`config.mk`:
```
export PLATFORM = sky130hd
export DESIGN_NAME = instr_fetch_unit
export DESIGN_NICKNAME = d
export VERILOG_FILES = /design/src/rtl/instr_fetch_unit.sv
export SDC_FILE = /design/constraint.sdc
export NUM_CORES = 1
export LEC_CHECK = 0
export CAP_MARGIN = 20
export CORE_ASPECT_RATIO = 1.75
export CORE_MARGIN = 5
export CORE_UTILIZATION = 35
export DETAILED_ROUTE_END_ITERATION = 8
export HOLD_SLACK_MARGIN = 0.15
export PLACE_DENSITY_LB_ADDON = 0.25
export RECOVER_POWER = 100
export SYNTH_ARGS = -nofsm -noshare
export SYNTH_HDL_FRONTEND = slang
export SYNTH_SLANG_ARGS = --single-unit
```
`constraint.sdc`:
```
create_clock -name clk -period 1.4 [get_ports clk]
set_input_delay 0.28 -clock clk [delete_from_list [all_inputs] [get_ports clk]]
set_output_delay 0.28 -clock clk [all_outputs]
set_load 0.02 [all_outputs]
```
`src/rtl/instr_fetch_unit.sv`:
```
// Instruction fetch unit: owns the PC, addresses the registered-read ROM and presents
// opcode/operand over valid/ready. Define IFU_PREFETCH_EN to enable next-word prefetch.
module instr_fetch_unit #(
  parameter int unsigned       ADDR_W     = 8,
  parameter int unsigned       INSTR_W    = 26,
  parameter int unsigned       OPC_W      = 8,
  parameter logic [ADDR_W-1:0] START_ADDR = '0,
  parameter logic [OPC_W-1:0]  HALT_OPC   = OPC_W'(255)
) (
  input  logic                     clk,
  input  logic                     rst,
  output logic [ADDR_W-1:0]        instr_addr,
  input  logic [INSTR_W-1:0]       instr_in,
  output logic                     out_valid,
  input  logic                     out_ready,
  output logic [OPC_W-1:0]         opcode,
  output logic [INSTR_W-OPC_W-1:0] operand,
  output logic [ADDR_W-1:0]        pc,
  input  logic                     jump_req,
  input  logic [ADDR_W-1:0]        jump_target,
  output logic                     halted
);

  typedef enum logic [1:0] {ISSUE, CAPTURE, PRESENT, HALTED} state_t;

  state_t                   state, next_state;
  logic [ADDR_W-1:0]        pc_inc;
  logic                     hs, hs_halt, hs_jump, hs_seq;
  logic                     direct_load;
  logic [OPC_W-1:0]         rom_opc;
  logic [INSTR_W-OPC_W-1:0] rom_opr;

  always_comb begin
    pc_inc  = pc + ADDR_W'(1);
    rom_opc = instr_in[INSTR_W-1 -: OPC_W];
    rom_opr = instr_in[INSTR_W-OPC_W-1:0];
    hs      = (state == PRESENT) && out_valid && out_ready;
    hs_halt = hs && (opcode == HALT_OPC);
    hs_jump = hs && !hs_halt && jump_req;
    hs_seq  = hs && !hs_halt && !jump_req;
  end

`ifdef IFU_PREFETCH_EN
  // word(pc+1) is on instr_in only once PRESENT has lasted at least one full cycle
  logic nxt_ok;

  always_ff @(posedge clk) begin
    if (rst) nxt_ok <= 1'b0;
    else     nxt_ok <= (state == PRESENT) && !hs;
  end

  assign direct_load = hs_seq && nxt_ok;
`else
  assign direct_load = 1'b0;
`endif

  always_ff @(posedge clk) begin
    if (rst) state <= ISSUE;
    else     state <= next_state;
  end

  always_comb begin
    next_state = state;
    unique case (state)
      ISSUE:   next_state = CAPTURE;
      CAPTURE: next_state = PRESENT;
      PRESENT: begin
        if (hs_halt)          next_state = HALTED;
        else if (hs_jump)     next_state = ISSUE;
        else if (direct_load) next_state = PRESENT;
        else if (hs_seq)
`ifdef IFU_PREFETCH_EN
          next_state = CAPTURE;
`else
          next_state = ISSUE;
`endif
      end
      HALTED:  next_state = HALTED;
    endcase
  end

  always_comb begin
    instr_addr = pc;
`ifdef IFU_PREFETCH_EN
    if (state == PRESENT) instr_addr = pc_inc;
`endif
  end

  always_ff @(posedge clk) begin
    if (rst) begin
      pc        <= START_ADDR;
      out_valid <= 1'b0;
      opcode    <= '0;
      operand   <= '0;
      halted    <= 1'b0;
    end else begin
      if (state == CAPTURE) begin
        opcode    <= rom_opc;
        operand   <= rom_opr;
        out_valid <= 1'b1;
      end
      if (hs_halt) begin
        out_valid <= 1'b0;
        halted    <= 1'b1;
      end else if (hs_jump) begin
        pc        <= jump_target;
        out_valid <= 1'b0;
      end else if (hs_seq) begin
        pc <= pc_inc;
        if (direct_load) begin
          opcode  <= rom_opc;
          operand <= rom_opr;
        end else begin
          out_valid <= 1'b0;
        end
      end
    end
  end

endmodule

```
==> Yosys cells after proc, flatten, opt, wreduce, memory -nomap -nowiden <==
Index checks and enable logic that the tools add are counted.
{ "totals": {"reg_bits": 38, "inputBits": 38} }
{ "op_classes": {"add_sub_neg": 1, "n_eq_ne": 5, "mux": 6, "bitwise_logic": 1, "n_reduce_logical": 12} }
{ "ops": {"columns": ["op", "count"], "rows": [
  ["8-bit two-way mux", 2],
  ["8-bit by 1-bit adder with 8-bit output, second input constant", 1],
  ["8-bit == test, second input constant", 1],
  ["2-bit case mux with 4 select lines", 1],
  ["1-bit logical AND", 6],
  ["2-bit two-way mux", 3],
  ["2-bit == test, second input constant", 2],
  ["4-bit inequality test, second input constant", 1],
  ["4-bit OR reduction", 1],
  ["2-bit by 1-bit == test with 1-bit output, second input constant", 1],
  ["1-bit zero test", 2],
  ["2-bit zero test", 1],
  ["2-bit AND reduction", 1],
  ["2-bit nonzero test", 1],
  ["1-bit inverter", 1]
]} }

==> Longest topological paths before layout <==
{ "logic_depth": {"depth_word": 11, "ltp_mapped": 6, "depth_no_buf": 5} }

==> Worst setup path before layout <==
Ideal clock, no wire load.
{ "synth_path": {"path_kind": "register -> register", "startpoint": "register opcode[0]", "endpoint": "register pc[5], in the netlist instr_addr[5]", "arrival_time_ns": 1.333, "t_required_ns": 1.285, "slack_ns": -0.049, "path_stages_with_launch": 6, "synth_period_minus_slack_ns": 1.449, "path_cell_list": "dfxtp_1 nand4_1 o21a_1 buf_4 and3_1 a31o_1"} }
{ "synth_between": {"elab_chain_cells": 7, "elab_cells_between_ends": 10, "cone_classes": "eq/ne (1); mux (1); bitwise (1); reduce/logical (7)"} }
{ "synth_lines": {"columns": ["item", "line_no", "source"], "rows": [
  ["start, declared", "16", "output logic [OPC_W-1:0] opcode,"],
  ["start signal, assigned", "98", "opcode <= rom_opc;"],
  ["start signal, assigned", "111", "opcode <= rom_opc;"],
  ["8-bit == test *", "38", "hs_halt = hs && (opcode == HALT_OPC);"],
  ["1-bit logical AND *", "38", null],
  ["1-bit zero test", "39, 40", null],
  ["1-bit logical AND", "39, 40", null],
  ["1-bit logical AND (on tied branches)", "39, 40", null],
  ["2-bit nonzero test (no line)", null, null],
  ["2-bit AND reduction (no line)", null, null],
  ["end signal, assigned", "106", "pc <= jump_target;"],
  ["end signal, assigned", "109", "pc <= pc_inc;"],
  ["end, declared", "18", "output logic [ADDR_W-1:0] pc,"]
]} }
Mark *: on every way between the ends. The rest lies on a longest branch, timed or not.
A chain may end at the register's enable or synchronous reset.

==> Worst setup path in the final report <==
{ "layout_path": {"startpoint": "register pc[6], in the netlist instr_addr[6]", "endpoint": "output pc[6]"} }
No word-level cell between the ends.

==> metrics.sh <==
RUN_STATUS='completed'
FINAL_AREA_UM2=2650
ROOT_BUFFER='sky130_fd_sc_hd__clkbuf_8'
CRIT_TYPE='reg -> out'
REGTOREGSETUPSLACK_NS=0.07
TOTAL_POWER_mW=2.81
VIA_PER_INST=4.85
POST_SYNTH_AND_OR_NAND_NOR_AREA_FRACTION_PCT=23.3
HTREEDEPTH=2
CHIPWIDTH_UM=61.4
FRACTION_OF_LAYOUT_INSTANCES_USING_A_DRIVE_STRENGTH_ABOVE_1_PCT=16.6
CLOCK.FMAX_MHz=751
CLOCK_SLEW_AT_REPORTED_PATH_FFS_NS=0.08
GRT_PASS1_VIAS=1654
CP_CELL_SEQUENCE='dlygate4sd2_1'
WORST_FLOP_TO_FLOP_PATH_ENDPOINT='instr_addr[5]'
TRITONCTS='yes'
CRITICAL-PATH-TOP-DELAY-FAMILY='flip-flops'
FINALHOLDVIOLCOUNT=0
HOLDCRITSTARTPOINT='operand[7]'
HOLD_PATH_DEPTH=2
GLOBAL_ROUTE_WIRE_LENGTH_BEFORE_REPAIR_UM=7390
PLACE_INST=337
RELSLEWSLACK_PCT=80.6
MOST_INSTANTIATED_LIBRARY_CELL_AFTER_SYNTHESIS='sky130_fd_sc_hd__nand2_1'
SYNTH_XOR_AREA_SHARE_PCT=0.541
GRT_MAX_DEGREE=27
DETAIL_ROUTE.DRC_VIOLATIONS=0
DP_SLACK_NS=-0.293
AVERAGE_INSTANCE_AREA_AFTER_SYNTHESIS_UM2=7.90
CRIT_PATH_MAX_FANOUT=5
MIN_DELAY_WORST_ENDPOINT='operand[7]'
CRITPATHMAXSTAGEDELAY_NS=0.41
STARTPOINT_TYPE='register'
POST-ROUTE-MIN-PERIOD_NS=1.33
MIN_PERIOD_OVER_PERIOD_PCT=95.1
CP.REQUIRED_NS=1.12
SYNTH-ADDER-AREA-SHARE_PCT=0.773
PLACE_AREA_UM2=2570
CPMAXSTAGEDELAYCELL='sky130_fd_sc_hd__dfxtp_1'
CRITPATHCAPTURETYPE='output pin'
SYNTH.MUX.AREA_FRACTION_PCT=0.618
DR.PASS1.ITERS=4
SETUP_VIOLATIONS_FINAL=0
WORSTPATHBUFFERINVERTERCOUNT=1
POST-ROUTE-UTIL_PCT=59.5
SYNTH.FF_LATCH_COUNT=38
POST_SYNTHESIS_NET_COUNT=244
ASYNC_RESET_FF_SHARE_PCT=0
SYNTH-MAIN-FF-CELL='sky130_fd_sc_hd__dfxtp_1'
GRT_SETUP_UNREPAIRED='false'
SYNTH_TOP_CELLS_BY_AREA='sky130_fd_sc_hd__dfxtp_1 (47%), sky130_fd_sc_hd__nand2_1 (15%), sky130_fd_sc_hd__a21oi_1 (11%)'
INSERTEDDIODECOUNT=0
WORST-SLEW-PIN-TRANSITION_NS=0.291
CTS_HOLD_BUFFERS=0
WORST_SKEW_PAIR.LATE_LATENCY_NS=0.28
YOSYS.AREA.TOP_TYPE_SHARE_PCT=47.0
CLOCK-SINKS=38
DRV_SLEW=0
MAPPEDNETLISTAREA_UM2=1620
INITIAL_CORE_UTIL_PCT=36.4
NETLIST_INSTANCES=205
POST-DP-HPWL_UM=3400
NETLIST-CELL-TYPE-COUNT=34
BOUNDARYPINS=82
SETUP_TNS_NS=0
FINALNETCOUNT=333
DIE-HEIGHT_UM=100
IO_BUFFERS=81
YS.WARNINGS.COUNT=0
DRT-TOTAL-WL_UM=4450
WORST_CLOCK_SKEW_NS=0.00833
ANTENNA_FOUND_INITIAL=0
TRACK_USAGE_PCT=15.6
LAYOUT-AREA-OVERHEAD-VS-SYNTH_PCT=63.4
HIGHEST_IR_DROP_SEEN_ON_VDD_mV=0.791
CORE_UM2=4440
SYNTH_EDF_COUNT=0
TOTAL_LEAKAGE_POWER_nW=1.19
CLOCK_TREE.BUFFER_DEPTH=2
TOTAL_VIA_COUNT_AFTER_DETAILED_ROUTING=1679
ROUTE.ANTENNA.REMAINING_NETS=0
WL_PER_CELL_UM=12.9
SYNTH.YOSYS.SEQ_AREA_SHARE_PCT=47.0
LARGEST_FAMILY_OF_LOGIC_CELLS_BY_SYNTHESIZED_AREA='simple AND/OR/NAND/NOR gates'
POST-SYNTH-TOP-AREA-CELL='sky130_fd_sc_hd__dfxtp_1'
GRT-OVFL-TOTAL=0
POWER.DENSITY_nW_PER_UM2=1060
DRTITER0DRC=62
HOLDCRITPATHCLASS='reg -> reg'
MAXCAPVIOLCOUNT=0
SETUP_WS_NS=0.0687
RR_WORST_DEPTH=5
FIN_HOLD_WS_NS=0.451
RR_STARTPOINT='opcode[6]'
AREA_OF_THE_DIE_UM2=6140
NETLIST_TOP_CELLS_COUNT='sky130_fd_sc_hd__nand2_1 (65), sky130_fd_sc_hd__dfxtp_1 (38), sky130_fd_sc_hd__a21oi_1 (34), sky130_fd_sc_hd__buf_4 (9)'
PLACEMENTROWS=32
TIMING.CRITICAL_PATH.ARRIVAL_NS=1.05
NUM_CTS_BUFFERS=5
FINALWEIGHTEDCONGESTION=0.756
FINISH.CELL_COUNT_WITHOUT_FILLERS=346
SYNTH_COMPOUND_GATE_AREA_SHARE_PCT=19.9
-- state kept, by name, indices dropped and copies added, names as in the netlist --
name and cells:
operand 18, instr_addr 8, opcode 8, state 2
halted 1, out_valid 1
-- final cells by class --
class / count / area [µm²]
flip-flops and latches: 38 / 773
clock buffers: 7 / 86.3
clock inverters: 1 / 5.00
fillers: 423 / 1800
repair buffers: 103 / 940
well taps: 51 / 63.8
inverters: 1 / 3.75
multi-input cells: 145 / 774
-- per-layer routing --
| metal | routed length, µm | global-route usage [%] | up-vias |
|---|---|---|---|
| li1 | - | - | 858 |
| met1 | 1610 | 16.2 | 754 |
| met2 | 2260 | 27.4 | 59 |
| met3 | 489 | 6.05 | 8 |
| met4 | 86 | 5.56 | 0 |
| met5 | 0 | 0 | - |
-- placed cells by master (no fill, tap or decap), types with 3 or more instances in the layout --
cell type,count
sky130_fd_sc_hd__buf_4,16
sky130_fd_sc_hd__a21oi_1,34
sky130_fd_sc_hd__dfxtp_2,10
sky130_fd_sc_hd__clkbuf_8,6
sky130_fd_sc_hd__nand2_1,65
sky130_fd_sc_hd__a31oi_1,3
sky130_fd_sc_hd__dlygate4sd2_1,44
sky130_fd_sc_hd__clkdlybuf4s50_1,37
sky130_fd_sc_hd__dfxtp_1,28
sky130_fd_sc_hd__nor2_1,8
sky130_fd_sc_hd__o21ai_0,5
-- worst max-delay path by stage --
stage	from	depth (start not counted)	endpoint	slack [ns]
3_3_place_gp	out_ready	6	instr_addr[1]	-0.27
5_1_grt	opcode[6]	5	instr_addr[5]	0.002
6_report	instr_addr[6]	1	pc[6]	0.07
4_1_cts	opcode[6]	5	instr_addr[5]	0.02
3_5_place_dp	out_ready	6	instr_addr[0]	-0.29
2_1_floorplan	opcode[3]	5	instr_addr[5]	-0.02
-- report_power, final --
part / total, mW / switching, mW / internal [mW] / leakage, nW
combinational: 0.788 / 0.424 / 0.364 / 0.824
sequential: 1.27 / 0.0671 / 1.20 / 0.314
clock: 0.759 / 0.362 / 0.397 / 0.0482
-- cells by family (layout without fill, tap and decap cells) --
logic type / after synthesis / count (layout)
compound gates: 54 / 54
buf+inv: 22 / 112
flops: 38 / 38
mux: 1 / 1
simple gates: 88 / 88
fa+ha+maj: 1 / 1
xor+xnor: 1 / 1
-- timing repair --
item / CTS / global route
setup endpoints to repair: 45 / 5
resized for setup: 45 / 6
setup buffers: 0 / 1
pin swaps: 0 / 3
Note: power is estimated with default switching activity, not from simulation.
